**config.mk**
```make
export PLATFORM = sky130hd
export DESIGN_NAME = i2s_in
export DESIGN_NICKNAME = d
export VERILOG_FILES = /design/src/rtl/i2s_in.sv
export SDC_FILE = /design/constraint.sdc
export NUM_CORES = 1
export LEC_CHECK = 0
export ABC_AREA = 1
export CAP_MARGIN = 25
export CORE_MARGIN = 3
export CORE_UTILIZATION = 35
export CTS_CLUSTER_DIAMETER = 40
export DETAILED_ROUTE_END_ITERATION = 10
export DONT_BUFFER_PORTS = 1
export GPL_ROUTABILITY_DRIVEN = 0
export PLACE_DENSITY = 0.56
export SKIP_LAST_GASP = 1
export SLEW_MARGIN = 20
export SYNTH_ARGS = -nofsm -noshare
export SYNTH_HDL_FRONTEND = slang
export SYNTH_SLANG_ARGS = --single-unit
```
**constraint.sdc**
```tcl
create_clock -name clk -period 3.1 [get_ports clk]
set_clock_uncertainty 0.2 [all_clocks]
set_input_delay 0.62 -clock clk [delete_from_list [all_inputs] [get_ports clk]]
set_output_delay 0.62 -clock clk [all_outputs]
set_load 0.005 [all_outputs]
```
**src/rtl/i2s_in.sv**
```systemverilog
`default_nettype none
// ============================================================================
// Module   : i2s_in
// Desc     : I2S receiver; recovers a DSZ-bit stereo pair from sdin/sclk/lrclk.
//            Define I2S_IN_SYNC_EN to add a 2-flop synchronizer on the bus.
// Revision : 1.0  initial release
// ============================================================================
module i2s_in #(
  parameter int DSZ   = 16,
  parameter int CNTSZ = 6
) (
  input  logic           clk,
  input  logic           reset,
  input  logic           sdin,
  input  logic           sclk,
  input  logic           lrclk,
  input  logic           err_clr,
  output logic [DSZ-1:0] l_data,
  output logic [DSZ-1:0] r_data,
  output logic           valid,
  output logic           frame_err
);

  localparam logic [CNTSZ-1:0] c_dsz_m1  = CNTSZ'(DSZ - 1);
  localparam logic [CNTSZ-1:0] c_cnt_max = '1;

  typedef enum logic [1:0] {
    SYNC  = 2'd0,
    LEFT  = 2'd1,
    RIGHT = 2'd2
  } state_t;

  state_t           r_state;
  state_t           w_state_nxt;

  logic [2:0]       w_bus_in;
  logic             r_sdin;
  logic             r_sclk;
  logic             r_lrclk;
  logic             r_sclk_d;
  logic             r_lr_prev;
  logic [DSZ-1:0]   r_shift;
  logic [CNTSZ-1:0] r_cnt;
  logic [DSZ-1:0]   r_l_hold;
  logic [DSZ-1:0]   r_l_data;
  logic [DSZ-1:0]   r_r_data;
  logic             r_valid;
  logic             r_frame_err;

  logic             w_bit_evt;
  logic             w_boundary;
  logic             w_take;
  logic             w_short;
  logic [DSZ-1:0]   w_bit_vec;
  logic [DSZ-1:0]   w_word;
  logic             w_cap_l;
  logic             w_cap_r;
  logic             w_set_err;

`ifdef I2S_IN_SYNC_EN
  logic [2:0] r_meta;
  logic [2:0] r_sync;

  always_ff @(posedge clk) begin
    if (reset) begin
      r_meta <= '0;
      r_sync <= '0;
    end else begin
      r_meta <= {sdin, sclk, lrclk};
      r_sync <= r_meta;
    end
  end

  assign w_bus_in = r_sync;
`else
  assign w_bus_in = {sdin, sclk, lrclk};
`endif

  always_ff @(posedge clk) begin
    if (reset) begin
      r_sdin   <= 1'b0;
      r_sclk   <= 1'b0;
      r_lrclk  <= 1'b0;
      r_sclk_d <= 1'b0;
    end else begin
      {r_sdin, r_sclk, r_lrclk} <= w_bus_in;
      r_sclk_d <= r_sclk;
    end
  end

  assign w_bit_evt  = r_sclk & ~r_sclk_d;
  assign w_boundary = w_bit_evt & (r_lrclk ^ r_lr_prev);

  // Bits land directly at their left-aligned position, so a short slot is
  // already zero-padded when it closes.
  assign w_take    = (r_cnt <= c_dsz_m1);
  assign w_short   = (r_cnt <  c_dsz_m1);
  assign w_bit_vec = {{(DSZ-1){1'b0}}, r_sdin} << (c_dsz_m1 - r_cnt);
  assign w_word    = w_take ? (r_shift | w_bit_vec) : r_shift;

  always_ff @(posedge clk) begin
    if (reset) begin
      r_state <= SYNC;
    end else begin
      r_state <= w_state_nxt;
    end
  end

  always_comb begin
    w_state_nxt = r_state;
    w_cap_l     = 1'b0;
    w_cap_r     = 1'b0;
    w_set_err   = 1'b0;
    if (w_boundary) begin
      case (r_state)
        SYNC: begin
          if (!r_lrclk) w_state_nxt = LEFT;
        end
        LEFT: begin
          w_state_nxt = RIGHT;
          w_cap_l     = 1'b1;
          w_set_err   = w_short;
        end
        RIGHT: begin
          w_state_nxt = LEFT;
          w_cap_r     = 1'b1;
          w_set_err   = w_short;
        end
        default: w_state_nxt = SYNC;
      endcase
    end
  end

  always_ff @(posedge clk) begin
    if (reset) begin
      r_lr_prev   <= 1'b0;
      r_shift     <= '0;
      r_cnt       <= '0;
      r_l_hold    <= '0;
      r_l_data    <= '0;
      r_r_data    <= '0;
      r_valid     <= 1'b0;
      r_frame_err <= 1'b0;
    end else begin
      r_valid <= w_cap_r;
      if (w_bit_evt) r_lr_prev <= r_lrclk;

      // The boundary bit is the last bit of the closing slot (one-bit delay);
      // the new slot starts empty.
      if (w_boundary) begin
        r_shift <= '0;
        r_cnt   <= '0;
      end else if (w_bit_evt && (r_state != SYNC)) begin
        r_shift <= w_word;
        if (r_cnt != c_cnt_max) r_cnt <= r_cnt + 1'b1;
      end

      if (w_cap_l) r_l_hold <= w_word;
      if (w_cap_r) begin
        r_r_data <= w_word;
        r_l_data <= r_l_hold;
      end

      if (w_set_err) begin
        r_frame_err <= 1'b1;
      end else if (err_clr) begin
        r_frame_err <= 1'b0;
      end
    end
  end

  assign l_data    = r_l_data;
  assign r_data    = r_r_data;
  assign valid     = r_valid;
  assign frame_err = r_frame_err;

endmodule
`default_nettype wire

```
==> flow_summary.yaml, run 1 <==
grt:
  grt_pass1_wl_mm: 12.28
  overflow: 0
  antenna_found_initial: 0
  grt_start_max_net_pins: 38
  grt_use_total: 0.1370
  grt_pass1_vias: 2578
worst_setup_path:
  path_cells: "inv_2 -> ha_1 -> inv_1 -> nand2_1 -> nor3_1 -> nand3_1 -> nand3_1 -> nand2_1 -> inv_1"
  critPathRequiredTime_ns: 3.20
  slowest_delay_ns: 0.43
  crit_family: "simple AND/OR/NAND/NOR gates"
  worstPathArrival_ns: 2.09
  worst-path-max-fanout: 6
  cp_num_buf_inv: 3
  endpoint_kind: "flip-flop"
  cp_slowest_cell: "nor3_1"
  critPathKind: "reg2reg"
  critPathLaunchType: "flip-flop"
placed_design:
  numPlacedInstances: 593
  port_buffers: 0
  post-dp-hpwl_mm: 4.831
  place_ws_ns: 1.094
logic_synthesis:
  synth_top_family_by_area: "simple AND/OR/NAND/NOR gates"
  ys_ff_latch: 79
  synthTopCellsByArea: "dfxtp_1 46%, nand2_1 9.6%, inv_1 8.5%"
  synth-warning-count: 0
  synth_simple_gate_area_share: 0.2627
  synth_area_mm2: 0.003443
  ys_types: 27
  synth_edf_count: 0
  seq_area_frac_synth: 0.4593
  syn_nets: 494
  netlist_instances: 482
  avgSynthCellArea_um2: 7.144
  muxShareOfSynthArea: 0
  synth_top_flop_cell: "dfxtp_1"
  synth_top_cell_by_area: "dfxtp_1"
  synth_compound_area_frac: 0.1126
  synth_xor_area_frac: 0.007631
  synth.top_cell.area_share: 0.4593
  synth_fa_ha_area_frac: 0.02180
  ys_async_sr_fraction: 0
outcome:
  outcome: "completed"
power_and_ir_drop:
  total_leakage_power_nw: 1.571
  irDropWorstVdd_mv: 0.2262
  p_per_area_mw_per_mm2: 543.3
finish:
  diodes: 0
  ff_latch_area_mm2: 0.001582
  multiInputGateArea_mm2: 0.001394
  layout_common_cells: "88 x nand2_1, 79 x dfxtp_1, 78 x inv_1, 77 x nor2_1, 39 x a21oi_1"
  final_util: 0.3946
  final_common_cell: "nand2_1"
  syn_to_final_growth_pct: 7.885
  nets: 487
  fillCellCount: 1001
  layoutNonFillerInstCount: 609
  layout-drive-gt1-share: 0.07708
cts:
  postCtsSetupRepairBufs: 0
  cts_tree: "yes"
  cts-resized-gates: 0
  holdBufCountCts: 0
  clk_path_buf_depth: 2
  cts-root-buf: "clkbuf_8"
  clk_latency_ns: 0.35
  htreeDepth: 3
  cts_sinks: 79
  clk_transition_reported_paths_ns: 0.08
  cts_made_buffers: 9
timing:
  setup-violations-final: 0
  finalWorstSetupSlack_ns: 1.110
  max_freq_mhz: 502.5
  hold_viol: 0
  slew_viol_final: 0
  period_share: 0.6420
  finalCriticalPeriod_ns: 1.990
  worstMarginPinSlew_ns: 0.5900
  whs_ns: 0.1340
  rsz0062_at_grt: "false"
  relSlewSlack: 0.6062
  fin_setup_tns_ns: 0
route:
  drt_drc_violations_left: 0
  ant_nets: 0
  drtPass1Iterations: 4
  drt_iter0_markers: 181
  wire_per_inst_um: 11.70
  vias: 2746
  viasPerCell: 4.509
  routed_wl_mm: 7.125
floorplan:
  rows: 35
  initial_core_util: 0.3657
  die_area_mm2: 0.01106
  core_area_mm2: 0.009415
  dieWidth_um: 105.2
  pin_count: 40
  die_h_um: 105.2
min_path:
  hp-class: "in2reg"
flow_run:
  cap_violations: 0
==> final timing paths <==
check | from | to | slack (ns) | cells after the start
worst max register to register | r_cnt[4] | r_data[7] | 1.11 | 9
worst min register to register | r_sclk | r_sclk_d | 0.25 | 2
worst min-delay path | reset | r_l_hold[0] | 0.13 | 1
worst max-delay path | r_cnt[4] | r_data[7] | 1.11 | 9
==> synth_stat cells, types with 2 or more instances <==
cell type,n
xor2_1,3
a31oi_1,2
dfxtp_1,79
nand2_2,2
o21ai_1,8
and3_1,4
nand2_1,88
nor3_1,2
nor2_2,4
ha_1,6
nor2_1,77
a21oi_1,39
clkbuf_1,2
buf_6,8
buf_4,2
inv_1,78
a21oi_2,3
inv_2,5
buf_2,8
nand3_1,35
o21ai_0,21
==> area by class of cell <==
type | instances | area share
Clock buffer | 9 | 0.03334
Sequential cell | 79 | 0.4257
Tap cell | 129 | 0.04345
Timing Repair Buffer | 3 | 0.006063
Inverter | 83 | 0.08387
Clock inverter | 7 | 0.03233
Multi-Input combinational cell | 299 | 0.3752
==> layer usage <==
layer,share of wire,GRT usage,up-vias
li1,-,-,1466
met1,0.49,0.1726,1224
met2,0.45,0.2204,51
met3,0.046,0.03150,5
met4,0.0059,0.06467,0
met5,0,0,-
==> metrics by stage <==
| step | power [mW] | instance area, µm² |
|---|---|---|
| after global routing | 2.098 | 3715 |
| after global placement | 1.111 | 3471 |
| final | 2.018 | 3715 |
| after detailed placement | 1.113 | 3471 |
| after floorplan | 1.108 | 3443 |
| after CTS | 2.049 | 3715 |
==> logic make-up after synthesis <==
logic type,after synthesis
xor+xnor,3
buf+inv,104
compound gates,74
fa+ha+maj,6
simple gates,216
flops,79
==> state kept, by name, indices dropped and copies added (netlist names) <==
signal     cells
l_data        16
valid          1
r_sclk         1
r_shift       16
r_data        16
r_lr_prev      1
frame_err      1
r_lrclk        1
r_l_hold      16
r_sdin         1
r_sclk_d       1
r_cnt          6
r_state        2
==> power by group <==
group	internal, mW	leakage, nW	switching (mW)
Clock	0.537	0.120	0.393
Combinational	0.0180	0.813	0.0399
Sequential	1.02	0.638	0.00727
Total	1.58	1.57	0.440
Note: power is estimated with default switching activity, not from simulation.
==> run 2, diff against run 1 <==
- PLACE_DENSITY: 0.56 -> 0.58
- clock period: 3.1 -> 1.7 ns (I/O delays scaled with it)
==> run 2 against run 1 <==
Combinational power grew to 2.7 times the previous value. Setup slack worse by 1.1 ns. Utilization is 3.9 points higher. The flow now finishes with violations (setup timing). Non-clock buffer count is 28 higher. Via count is 3.6% higher. Worst hold slack worse by 0.078 ns. Clock-buffer cell count is 1 higher.
==> flow_summary.yaml, run 2 (same netlist as run 1, synthesis figures left out) <==
grt:
  antenna_found_initial: 0
  overflow: 0
  grt_use_total: 0.1453
  grt_start_max_net_pins: 29
  grt_pass1_vias: 2792
  grt_pass1_wl_mm: 13.14
timing:
  fin_setup_tns_ns: -0.006187
  worstMarginPinSlew_ns: 0.3687
  finalWorstSetupSlack_ns: -0.006187
  setup-violations-final: 1
  period_share: 1.004
  max_freq_mhz: 586.1
  rsz0062_at_grt: "true"
  relSlewSlack: 0.7540
  slew_viol_final: 0
  finalCriticalPeriod_ns: 1.706
  hold_viol: 0
  whs_ns: 0.05641
route:
  drt_iter0_markers: 158
  ant_nets: 0
  viasPerCell: 4.473
  drt_drc_violations_left: 0
  wire_per_inst_um: 12.17
  drtPass1Iterations: 5
  vias: 2845
  routed_wl_mm: 7.741
cts:
  cts-root-buf: "clkbuf_8"
  cts_tree: "yes"
  clk_path_buf_depth: 2
  clk_transition_reported_paths_ns: 0.08
  htreeDepth: 3
  cts_sinks: 79
  cts_made_buffers: 9
  clk_latency_ns: 0.35
finish:
  syn_to_final_growth_pct: 18.42
  nets: 515
  layout_common_cells: "86 x nand2_1, 76 x inv_1, 76 x dfxtp_1, 74 x nor2_1, 39 x a21oi_1"
  final_common_cell: "nand2_1"
  layout-drive-gt1-share: 0.1617
  diodes: 0
  layoutNonFillerInstCount: 636
min_path:
  hold_depth: 2
  hp-start: "reset"
  hp-class: "in2reg"
  hold_end: "r_data[8]"
floorplan:
  die_h_um: 105.2
  pin_count: 40
  die_area_mm2: 0.01106
  initial_core_util: 0.3657
  rows: 35
  core_area_mm2: 0.009415
  dieWidth_um: 105.2
worst_setup_path:
  crit_family: "simple AND/OR/NAND/NOR gates"
  cp_slowest_cell: "dfxtp_2"
  critPathRequiredTime_ns: 1.80
  r2r-end: "r_l_hold[13]"
  worst-path-max-fanout: 6
  worstPathArrival_ns: 1.81
  critPathKind: "reg2reg"
  path_cells: "inv_4 -> ha_4 -> inv_4 -> nand2_8 -> nor3_4 -> nand3_2 -> nand3_2 -> nand2_1 -> inv_1"
  cp_num_buf_inv: 3
  slowest_delay_ns: 0.35
  r2r-start: "r_cnt[4]"
  r2r_slack_ns: -0.006
  endpoint_kind: "flip-flop"
  r2r_cells: 9
  critPathLaunchType: "flip-flop"
outcome:
  violations: "setup timing"
  outcome: "complete, but fails checks"
placed_design:
  post-dp-hpwl_mm: 5.189
  port_buffers: 0
  numPlacedInstances: 613
  place_ws_ns: -0.06546
power_and_ir_drop:
  total_leakage_power_nw: 1.716
  p_per_area_mw_per_mm2: 844.4
  irDropWorstVdd_mv: 0.3248
flow_run:
  cap_violations: 0
-- run 2: worst max path at each step --
stage                         from            to  slack [ns]  cells past startpoint
final                     r_cnt[4]  r_l_hold[13]      -0.006                      9
after global routing      r_cnt[4]  r_l_hold[13]       -0.08                      9
after CTS                 r_cnt[4]  r_l_hold[13]       0.007                      9
after detailed placement  r_cnt[4]   r_shift[10]       -0.07                      8
after global placement    r_cnt[4]    r_shift[6]       -0.05                      8
after floorplan           r_cnt[4]     r_data[3]        0.02                      9
-- run 2: repair_timing --
item	CTS	global route
resized for setup	5	30
gates cloned	0	0
setup endpoints to repair	37	54
hold endpoints to repair	27	0
pin swaps	1	8
setup buffers	0	2
hold buffers	6	0
-- run 2: routing by layer --
| metal | global-route usage | vias to the layer above | part of all wire | wire (µm) |
|---|---|---|---|---|
| met4 | 0.05061 | 0 | 0.012 | 96 |
| li1 | - | 1522 | - | - |
| met5 | 0 | - | 0 | 0 |
| met2 | 0.2432 | 51 | 0.46 | 3560 |
| met1 | 0.1869 | 1263 | 0.49 | 3797 |
| met3 | 0.02656 | 9 | 0.037 | 287 |
-- run 2: layout make-up --
cell class / count / area [µm²]
Fill cell: 949 / 5338
Sequential cell: 79 / 1585
Multi-Input combinational cell: 299 / 1531
Inverter: 83 / 316.6
Timing Repair Buffer: 31 / 286.5
Tap cell: 129 / 161.4
Clock buffer: 10 / 137.6
Clock inverter: 5 / 58.81
-- run 2: worst reg2reg max path, cell delays in order (launching register included) --
cell and delay (ns):
dfxtp_2 0.35, inv_4 0.05, ha_4 0.23, inv_4 0.07, nand2_8 0.08, nor3_4 0.32
nand3_2 0.16, nand3_2 0.10, nand2_1 0.05, inv_1 0.05
-- run 2: where the power goes --
part / switching (mW) / internal (mW) / leakage, nW
clock network: 0.700 / 0.710 / 0.0944
registers: 0.0124 / 1.86 / 0.639
logic: 0.0991 / 0.0571 / 0.983
-- run 2: metrics by stage --
stage / utilization / power, mW / area [µm²]
3_3_place_gp: 0.3872 / 2.038 / 3646
5_1_grt: 0.4331 / 3.562 / 4078
4_1_cts: 0.4173 / 3.480 / 3929
2_1_floorplan: - / 2.020 / 3443
3_5_place_dp: 0.3872 / 2.042 / 3646
6_report: 0.4331 / 3.443 / 4078
==> run 3, diff against run 2 <==
- TNS_END_PERCENT: default -> 20
==> run 3 against run 2 <==
The flow now finishes without violations. Die area did not move. Register-to-register slack barely moved. Flip-flop and latch count is the same. Utilization shrank 0.20 points. Total power fell by 0.31%. Critical path type unchanged. Largest power group unchanged. Highest routed layer unchanged.
==> flow_summary.yaml, run 3 (same netlist as run 1, synthesis figures left out) <==
timing:
  rsz0062_at_grt: "true"
  max_freq_mhz: 588.9
  whs_ns: 0.06569
  finalCriticalPeriod_ns: 1.698
  slew_viol_final: 0
  period_share: 0.9989
  hold_viol: 0
  worstMarginPinSlew_ns: 0.3832
  setup-violations-final: 0
  relSlewSlack: 0.7443
cts:
  cts_tree: "yes"
  cts_sinks: 79
  clk_path_buf_depth: 2
  clk_latency_ns: 0.34
  htreeDepth: 3
  cts-root-buf: "clkbuf_8"
  clk_transition_reported_paths_ns: 0.09
  cts_made_buffers: 9
finish:
  final_common_cell: "nand2_1"
  layout-drive-gt1-share: 0.1578
  nets: 515
  layout_common_cells: "86 x nand2_1, 76 x inv_1, 76 x dfxtp_1, 74 x nor2_1, 39 x a21oi_1"
  diodes: 0
  fillCellCount: 951
  syn_to_final_growth_pct: 17.88
  final_util: 0.4311
  final_area_mm2: 0.004059
worst_setup_path:
  crit_family: "simple AND/OR/NAND/NOR gates"
  critPathLaunchType: "flip-flop"
  path_cells: "inv_4 -> ha_4 -> inv_4 -> nand2_8 -> nor3_4 -> nand3_1 -> nand3_1 -> nand2_1 -> inv_1"
  r2r-end: "r_data[9]"
  endpoint_kind: "flip-flop"
  cp_slowest_cell: "dfxtp_2"
  worst-path-max-fanout: 6
  r2r_cells: 9
  slowest_delay_ns: 0.35
  critPathRequiredTime_ns: 1.80
  cp_num_buf_inv: 3
  worst-path-stages: 9
  critPathKind: "reg2reg"
  r2r_slack_ns: 0.002
  cp-startpoint: "r_cnt[4]"
  r2r-start: "r_cnt[4]"
  worstPathArrival_ns: 1.80
  cp-endpoint: "r_data[9]"
floorplan:
  dieWidth_um: 105.2
  die_h_um: 105.2
  pin_count: 40
  rows: 35
  initial_core_util: 0.3657
  die_area_mm2: 0.01106
  core_area_mm2: 0.009415
power_and_ir_drop:
  total_leakage_power_nw: 1.715
  p_comb_frac: 0.045
  power_mw: 3.433
  p_int_mw: 2.632
  p_per_area_mw_per_mm2: 845.7
  irDropWorstVdd_mv: 0.3291
  swShare: 0.2333
  clockPowerShare: 0.408
  p_sw_mw: 0.8010
  pwr-share-seq: 0.547
outcome:
  outcome: "completed"
grt:
  grt_pass1_wl_mm: 13.14
  grt_use_total: 0.1453
  overflow: 0
  grt_pass1_vias: 2792
  antenna_found_initial: 0
  grt_start_max_net_pins: 29
flow_run:
  cap_violations: 0
route:
  viasPerCell: 4.464
  drtPass1Iterations: 4
  ant_nets: 0
  drt_drc_violations_left: 0
  routed_wl_mm: 7.758
  drt_iter0_markers: 144
  wire_per_inst_um: 12.20
  vias: 2839
placed_design:
  post_dp_cell_area_mm2: 0.003646
  post-dp-hpwl_mm: 5.189
  port_buffers: 0
min_path:
  hp-start: "reset"
  hp-class: "in2reg"
run 3: through the flow:
stage                     worst slack (ns)  cells  setup TNS, ns
final                             0.001787    636              0
after global routing              -0.08653    636        -0.7129
after CTS                         0.006783    634              0
after detailed placement          -0.06546    613        -0.7985
after global placement            -0.05421    613        -0.5003
after floorplan                    0.02479    482              0
run 3: power groups by stage:
stage          Clock (mW)  Combinational, mW  Sequential (mW)
2_1_floorplan           0              0.103             1.92
3_3_place_gp            0              0.120             1.92
5_1_grt              1.50              0.177             1.88
6_report             1.40              0.155             1.88
3_5_place_dp            0              0.122             1.92
4_1_cts              1.45              0.151             1.88
run 3: worst min-delay path by stage:
stage                     end  slack (ns)  cells past startpoint
finish              r_data[8]        0.07                      2
global placement    r_data[0]        0.22                      1
CTS                 r_data[8]        0.04                      2
floorplan            r_sclk_d        0.21                      2
global route        r_data[8]        0.06                      2
detailed placement  r_data[0]        0.22                      1
run 3: per-layer routing:
| layer | global-route usage | part of all wire | vias to the layer above |
|---|---|---|---|
| li1 | - | - | 1520 |
| met3 | 0.02656 | 0.042 | 2 |
| met1 | 0.1869 | 0.48 | 1267 |
| met2 | 0.2432 | 0.47 | 50 |
| met5 | 0 | 0 | - |
| met4 | 0.05061 | 0.0041 | 0 |
run 3: area by class of cell:
class                      count  area (µm²)  share of cell area
timing repair buffer          31       282.8             0.06967
sequential                    79        1585              0.3906
clock inverter                 5       58.81             0.01449
clock buffer                  10       137.6             0.03391
multi-input combinational    299        1516              0.3736
tap                          129       161.4             0.03977
inverter                      83       316.6             0.07799
run 3: worst register-to-register path, cell delays in order (launching register included):
cell and delay, ns:
dfxtp_2 0.35, inv_4 0.05, ha_4 0.23, inv_4 0.07, nand2_8 0.08, nor3_4 0.32
nand3_1 0.15, nand3_1 0.11, nand2_1 0.05, inv_1 0.05
run 3: what timing repair did:
action | CTS | global route
pin swaps | 1 | 7
gates resized for setup | 5 | 26
endpoints found under the setup margin | 37 | 54
buffers inserted | 0 | 2
hold buffers | 6 | 0
hold endpoints to repair | 27 | 0
